==> config.mk <==
export PLATFORM = sky130hd
export DESIGN_NAME = spi_word_host_flat
export DESIGN_NICKNAME = d
export VERILOG_FILES = /design/src/rtl/spi_word_host_if.sv /design/src/rtl/spi_word_host.sv /design/src/flat_wrapper.sv
export SDC_FILE = /design/constraint.sdc
export NUM_CORES = 1
export LEC_CHECK = 0
export CORE_MARGIN = 4
export CORE_UTILIZATION = 51
export DETAILED_ROUTE_END_ITERATION = 8
export PLACE_DENSITY = 0.76
export SLEW_MARGIN = 25
export SYNTH_ARGS = -nofsm -noshare
export SYNTH_HDL_FRONTEND = slang
export SYNTH_SLANG_ARGS = --single-unit
==> constraint.sdc <==
create_clock -name clk -period 2.7 [get_ports clk]
set_input_delay 0.54 -clock clk [delete_from_list [all_inputs] [get_ports clk]]
set_output_delay 0.54 -clock clk [all_outputs]
set_load 0.02 [all_outputs]
==> src/rtl/spi_word_host_if.sv <==
// Host-side request/response bundle for spi_word_host.
// The master modport issues frames; the slave modport is the SPI host engine.
interface spi_word_host_if;
    logic        start;
    logic        rw;
    logic [11:0] addr;
    logic [15:0] wdata;
    logic        busy;
    logic        done;
    logic [15:0] rdata;

    modport master (
        output start, rw, addr, wdata,
        input  busy, done, rdata
    );

    modport slave (
        input  start, rw, addr, wdata,
        output busy, done, rdata
    );
endinterface

==> src/rtl/spi_word_host.sv <==
// SPI mode-0 host sending one 32-bit {cmd, addr, data} frame per start request.
// Optional MISO readback into rdata is enabled by defining SPI_READBACK_EN.
module spi_word_host #(
    parameter int unsigned CLK_DIV = 4
) (
    input  logic          clk,
    input  logic          rst_n,
    spi_word_host_if.slave host,
    output logic          spi_cs_n,
    output logic          spi_sclk,
    output logic          spi_mosi,
    input  logic          spi_miso
);
    localparam int unsigned FRAME_BITS = 32;
    localparam logic [7:0]  DIV_LAST   = 8'(CLK_DIV - 1);
    localparam logic [5:0]  HALF_LAST  = 6'(2 * FRAME_BITS - 1);
    localparam logic [3:0]  CMD_WR     = 4'b1010;
    localparam logic [3:0]  CMD_RD     = 4'b0101;

    typedef enum logic [1:0] {IDLE, SETUP, SHIFT, HOLD} state_t;

    state_t      state_reg, state_next;
    logic [7:0]  div_cnt_reg, div_cnt_next;
    logic [5:0]  half_cnt_reg, half_cnt_next;
    logic [31:0] frame_reg, frame_next;
    logic        sclk_reg, sclk_next;
    logic        mosi_reg, mosi_next;
    logic        done_reg, done_next;

    logic        div_tick;
    logic        sample;
    logic        frame_end;
    logic [31:0] frame_load;

    assign div_tick   = (div_cnt_reg == DIV_LAST);
    assign sample     = (state_reg == SHIFT) && div_tick && !sclk_reg;
    assign frame_end  = (state_reg == HOLD) && div_tick;
    assign frame_load = {(host.rw ? CMD_WR : CMD_RD), host.addr, host.wdata};

    always_ff @(posedge clk or negedge rst_n) begin
        if (!rst_n) begin
            state_reg    <= IDLE;
            div_cnt_reg  <= '0;
            half_cnt_reg <= '0;
            frame_reg    <= '0;
            sclk_reg     <= 1'b0;
            mosi_reg     <= 1'b0;
            done_reg     <= 1'b0;
        end else begin
            state_reg    <= state_next;
            div_cnt_reg  <= div_cnt_next;
            half_cnt_reg <= half_cnt_next;
            frame_reg    <= frame_next;
            sclk_reg     <= sclk_next;
            mosi_reg     <= mosi_next;
            done_reg     <= done_next;
        end
    end

    always_comb begin
        state_next    = state_reg;
        div_cnt_next  = div_cnt_reg;
        half_cnt_next = half_cnt_reg;
        frame_next    = frame_reg;
        sclk_next     = sclk_reg;
        mosi_next     = mosi_reg;
        done_next     = 1'b0;

        if (state_reg != IDLE) begin
            div_cnt_next = div_tick ? 8'd0 : div_cnt_reg + 8'd1;
        end

        case (state_reg)
            IDLE: begin
                div_cnt_next  = '0;
                half_cnt_next = '0;
                sclk_next     = 1'b0;
                mosi_next     = 1'b0;
                // A start coinciding with the done pulse is deliberately dropped.
                if (host.start && !done_reg) begin
                    frame_next = frame_load;
                    mosi_next  = frame_load[31];
                    state_next = SETUP;
                end
            end
            SETUP: begin
                if (div_tick) begin
                    state_next = SHIFT;
                end
            end
            SHIFT: begin
                if (div_tick) begin
                    half_cnt_next = half_cnt_reg + 6'd1;
                    sclk_next     = ~sclk_reg;
                    if (sclk_reg) begin
                        frame_next = {frame_reg[30:0], 1'b0};
                        mosi_next  = frame_reg[30];
                    end
                    if (half_cnt_reg == HALF_LAST) begin
                        state_next = HOLD;
                    end
                end
            end
            HOLD: begin
                if (div_tick) begin
                    state_next = IDLE;
                    done_next  = 1'b1;
                    mosi_next  = 1'b0;
                end
            end
            default: begin
                state_next = IDLE;
            end
        endcase
    end

    assign host.busy = (state_reg != IDLE);
    assign host.done = done_reg;
    assign spi_cs_n  = (state_reg == IDLE);
    assign spi_sclk  = sclk_reg;
    assign spi_mosi  = mosi_reg;

`ifdef SPI_READBACK_EN
    logic [15:0] rx_reg, rx_next;
    logic [15:0] rdata_reg, rdata_next;

    always_comb begin
        rx_next    = rx_reg;
        rdata_next = rdata_reg;
        if (sample) begin
            rx_next = {rx_reg[14:0], spi_miso};
        end
        if (frame_end) begin
            rdata_next = rx_reg;
        end
    end

    always_ff @(posedge clk or negedge rst_n) begin
        if (!rst_n) begin
            rx_reg    <= '0;
            rdata_reg <= '0;
        end else begin
            rx_reg    <= rx_next;
            rdata_reg <= rdata_next;
        end
    end

    assign host.rdata = rdata_reg;
`else
    logic miso_unused;

    assign miso_unused = spi_miso ^ sample ^ frame_end;
    assign host.rdata  = 16'h0000;
`endif
endmodule

==> src/flat_wrapper.sv <==
// flat-port wrapper written by rule: the top's interface ports become plain ports
module spi_word_host_flat 
#(
    parameter int unsigned CLK_DIV = 4
)
  (clk, rst_n, spi_cs_n, spi_sclk, spi_mosi, spi_miso, host_start, host_rw, host_addr, host_wdata, host_busy, host_done, host_rdata);
  spi_word_host_if host_i ();
  input  logic clk;
  input  logic rst_n;
  output logic spi_cs_n;
  output logic spi_sclk;
  output logic spi_mosi;
  input  logic spi_miso;
  input wire logic [$bits(host_i.start)-1:0] host_start;
  input wire logic [$bits(host_i.rw)-1:0] host_rw;
  input wire logic [$bits(host_i.addr)-1:0] host_addr;
  input wire logic [$bits(host_i.wdata)-1:0] host_wdata;
  output wire logic [$bits(host_i.busy)-1:0] host_busy;
  output wire logic [$bits(host_i.done)-1:0] host_done;
  output wire logic [$bits(host_i.rdata)-1:0] host_rdata;
  assign host_i.start = host_start;
  assign host_i.rw = host_rw;
  assign host_i.addr = host_addr;
  assign host_i.wdata = host_wdata;
  assign host_busy = host_i.busy;
  assign host_done = host_i.done;
  assign host_rdata = host_i.rdata;
  spi_word_host #(.CLK_DIV(CLK_DIV)) u_core (.clk(clk), .rst_n(rst_n), .host(host_i), .spi_cs_n(spi_cs_n), .spi_sclk(spi_sclk), .spi_mosi(spi_mosi), .spi_miso(spi_miso));
endmodule
Word level (Yosys, flattened, before mapping). Index checks and enable logic that the tools add are counted.

Register bits after elaboration: 50. Output and inout port bits: 21. Word-level logic and storage cells: 57.

Add/subtract/negate cells: 2. Eq/ne operators: 11. Multiplexer cells: 25. Bitwise gates (word level): 1. Reduce and logical (&&, ||, !) cells: 11.

Operators with widths (number): two-way mux 31 bit (3); one-hot mux 31 bit (2 select lines) (1); two-way mux 8 bit (3); one-hot mux 6 bit (2 select lines) (1); two-way mux 2 bit (5); inequality test 2 x 1 -> 1 bit, second input constant (5); adder 8 x 1 -> 8 bit, second input constant (1); equality test 8 x 2 -> 1 bit, second input constant (1); one-hot mux 2 bit (4 select lines) (1); AND reduction 4 bit (2); two-way mux 1 bit (7); adder 6 x 1 -> 6 bit, second input constant (1); equality test 6 bit, second input constant (1); two-way mux 6 bit (1); nonzero test 2 bit (3); AND reduction 5 bit (1); equality test 2 bit, second input constant (2); two-way mux 4 bit (1); one-hot mux 1 bit (3 select lines) (1); nonzero test 3 bit (1); equality test 2 x 1 -> 1 bit, second input constant (1); zero test 2 bit (1); inequality test 2 bit, second input constant (1); one-hot mux 1 bit (2 select lines) (1); other kinds (4) (4).

Longest topological paths before layout.
Word-level depth: 4. Mapped depth: 8.

Least setup slack after synthesis. No wires, ideal clock.

Kind: reg2reg. Start: register u_core.state_reg[0]. End: register u_core.frame_reg[11]. Data arrival time: 1.977 ns. Required time: 2.575 ns. Path slack: 0.598 ns. Cell stages (with the launch flop): 9. Buffers on the path: 2. Cell sequence: dfrtp_1 -> inv_1 -> ha_1 -> clkbuf_1 -> nor2b_1 -> a41oi_2 -> a21oi_2 -> buf_6 -> mux2_2.

Longest elaborated chain between the ends: 3. Elaborated cells between the ends (all ways): 8. Those cells by class: 4 x eq/ne; 1 x mux; 3 x reduce/logical.

RTL lines: start, declared (line spi_word_host.sv:22) `state_t state_reg, state_next;`; start signal, assigned (line spi_word_host.sv:50) `state_reg <= state_next;`; zero test 2 bit (*); via spi_cs_n (line flat_wrapper.sv:10) `output logic spi_cs_n;`; inequality test 2 x 1 -> 1 bit (no source line) / nonzero test 2 bit (equally long branches); AND reduction 4 bit (no source line); end signal, assigned (line spi_word_host.sv:53) `frame_reg <= frame_next;`; end, declared (line spi_word_host.sv:25) `logic [31:0] frame_reg, frame_next;`.

Mark *: on every way through the listed nets, which the timed path passes. The rest lies on a longest branch. A chain may end at the register's enable or synchronous reset.

Worst setup path in the final report.
Start: register u_core.state_reg[0]. End: output port spi_cs_n.

Longest elaborated chain between the ends: 1.

RTL lines: zero test 2 bit (line spi_word_host.sv:119) `assign spi_cs_n = (state_reg == IDLE);`; end, declared (line flat_wrapper.sv:10).

No other way between the ends.

==> run metrics <==
Avg Inst Size Synth approximately 12 um2; worst slew pin tran 0.668 ns; CTS Hold Bufs 0; core area between 0.005 and 0.006 mm2; root buf cell clkbuf_8; Synth Cell Area ~0.0027 mm2; kind of critical path reg -> out; Seq pwr share a little under three fifths; final WL around 4700 um; Layout Utilization 62.1%; HPWL Detailed between 3000 and 4000 um; Critical Path Source Type flip-flop; worst vdd ir approximately 0.00028 V; PD cells between 400 and 500 mW/mm2; leak pwr between 0.001 and 0.0015 uW; initial antenna violation count 0; Wirelength per Cell between 10 and 15 um; routability cong. between 0.8 and 0.9; Slew Limit Fails 0; grt total ovfl 0; Inserted Diodes 0; Clk network pwr share between 30% and 40%; final setup vio count 0; fin cells 332; max reg flops 31; largest net degree at the start of global routing 32; Place WS roughly 0.55 ns; Worst Slack Setup Final about 0.22 ns; sequential area share after synthesis a little under half; Final ANT Viol Nets 0; Iteration-0 DRC Markers 79; H-tree Lvls 2; RSZ-0062 raised after global routing no; relative slew slack between 50% and 60%; std cell rows 26; vias in the first global route 1664; clk sinks 50; combinational share of power 8.8%; final period utilization between 90% and 100%; Synth area leader dfrtp_1; Vias per Instance a little over 5; nets@finish 300; clk_skew 0.00738 ns; commonest non-fill, non-tap cell in the layout mux2_2; first-pass GRT wire length around 8000 um; TritonCTS buffer count 5; Crit Path Max Fanout 10; post-synth top area share about 47%; critical path endpoint category output pin; die area around 0.0064 mm2; Sw Share 22.4%; Residual DRC 0; CTS tree built; share of post-route cells with drive strength above 1 30.9%; maximum clock path buffer count 2; clock slew at reported path FFs about 0.09 ns; Syn Inst Count ~220; hold slack 0.261 ns; flops & latches, synth 50; die width around 80 um; worst skew pair latency roughly 0.30 ns; vias about 1700; Final Hold Fails 0; effective utilization at floorplan a little over half; Top Ports 54; Synth area leaders dfrtp_1 47%, mux2_2 25%, buf_4 4.5%; die height ~80 um; area grow syn2layout 18.4%; PortBufs 36; Req. time, crit path approximately 2.2 ns; hold crit path type in -> async; Synth cell types 35; Net Switching between 300 and 400 uW; Fin Setup TNS 0 ns; total global-route track usage between 10% and 20%; Syn. warnings 0; status completed; cts repair resizes 0; Cells after DPL between 300 and 400; Arrival @ worst endpoint 1.94 ns; router iterations before antenna repair 4; cell internal pwr 1070 uW; Max Freq just over 400 MHz; most frequent cells in the layout 58 x mux2_2, 50 x dfrtp_1, 35 x clkdlybuf4s50_1; Final min period 2.48 ns; post-CTS setup buffers 0; number of max-cap violations 0; Filler Cells Inserted between 400 and 500
## cells by family (layout without fill, tap and decap cells)
kind of cell	after synthesis	count (layout)	synth area share, %
adders and majority gates	6	6	2.82
DFF	50	50	47.0
and+or+nand+nor	49	49	9.74
xor gates and xnor gates	7	7	2.30
muxes	61	61	25.7
other	1	16	0.141
buffers and inverters	29	55	7.20
AOI/OAI and AO/OA	18	18	5.03
## metal layers
layer / vias up / share of wire [%] / GRT usage [%]
met3: 4 / 4.8 / 3.70
met5: - / 0 / 0
li1: 823 / - / -
met1: 820 / 44 / 20.6
met4: 0 / 1.2 / 4.56
met2: 42 / 50 / 26.6
## cell type report
cell class,count,area [um2],share of cell area [%]
Multi-Input combinational cell,157,1280,40.7
Clock inverter,1,8.76,0.278
Clock buffer,7,96.3,3.06
Tap cell,70,87.6,2.78
Inverter,4,15.0,0.477
Sequential cell,50,1250,39.7
Timing Repair Buffer,43,408,12.9
## critical path: stages (launching register included)
cell	delay [ns]
dfrtp_1	0.41
inv_1	0.11
ha_1	0.43
clkdlybuf4s50_1	0.69
## synth_stat cells
cell / count
o31ai_1: 1
buf_6: 3
dfrtp_1: 50
nor2_1: 10
nor4_4: 1
nand3_1: 10
nor3b_2: 1
a22oi_1: 1
xor2_1: 6
clkbuf_1: 6
nand2_1: 13
nor2b_1: 2
nand2b_1: 1
buf_4: 16
mux2_2: 58
a21oi_2: 1
and4_1: 1
nand4_1: 3
and3_1: 5
a31oi_1: 1
a22o_1: 1
mux2i_1: 2
or2_2: 1
ha_1: 6
nor3_1: 1
o21ai_0: 8
a2bb2oi_2: 1
conb_1: 1
inv_1: 4
a41oi_2: 1
a21oi_1: 1
o41ai_1: 1
mux2_1: 1
a221o_1: 1
xnor2_1: 1
## stage by stage
| step | total power [uW] | cell area, um2 |
|---|---|---|
| after floorplan | 861 | 2720 |
| after global placement | 912 | 3050 |
| after detailed placement | 916 | 3050 |
| after CTS | 1400 | 3150 |
| after global routing | 1440 | 3150 |
| final | 1380 | 3150 |
## final timing paths
kind	depth (start not counted)	to	slack (ns)	from
min	1	u_core.div_cnt_reg[3]$_DFF_PN0_	0.26	rst_n
min in group clk	1	u_core.frame_reg[10]$_DFFE_PN0P_	0.49	u_core.frame_reg[10]$_DFFE_PN0P_
max reg2reg	7	u_core.frame_reg[27]$_DFFE_PN0P_	0.57	u_core.state_reg[0]$_DFFE_PN0P_
max in group asynchronous	2	u_core.half_cnt_reg[2]$_DFFE_PN0P_	1.80	rst_n
min reg2reg	1	u_core.frame_reg[10]$_DFFE_PN0P_	0.49	u_core.frame_reg[10]$_DFFE_PN0P_
max	3	spi_cs_n	0.22	u_core.state_reg[0]$_DFFE_PN0P_
## power by group through the flow
stage               logic (uW)  registers, uW  clock network [uW]
floorplan                 71.1            790                   0
global placement           121            791                   0
detailed placement         123            793                   0
CTS                        124            778                 502
global route               134            780                 528
finish                     122            778                 480
Power figures use the tool's default switching activity.
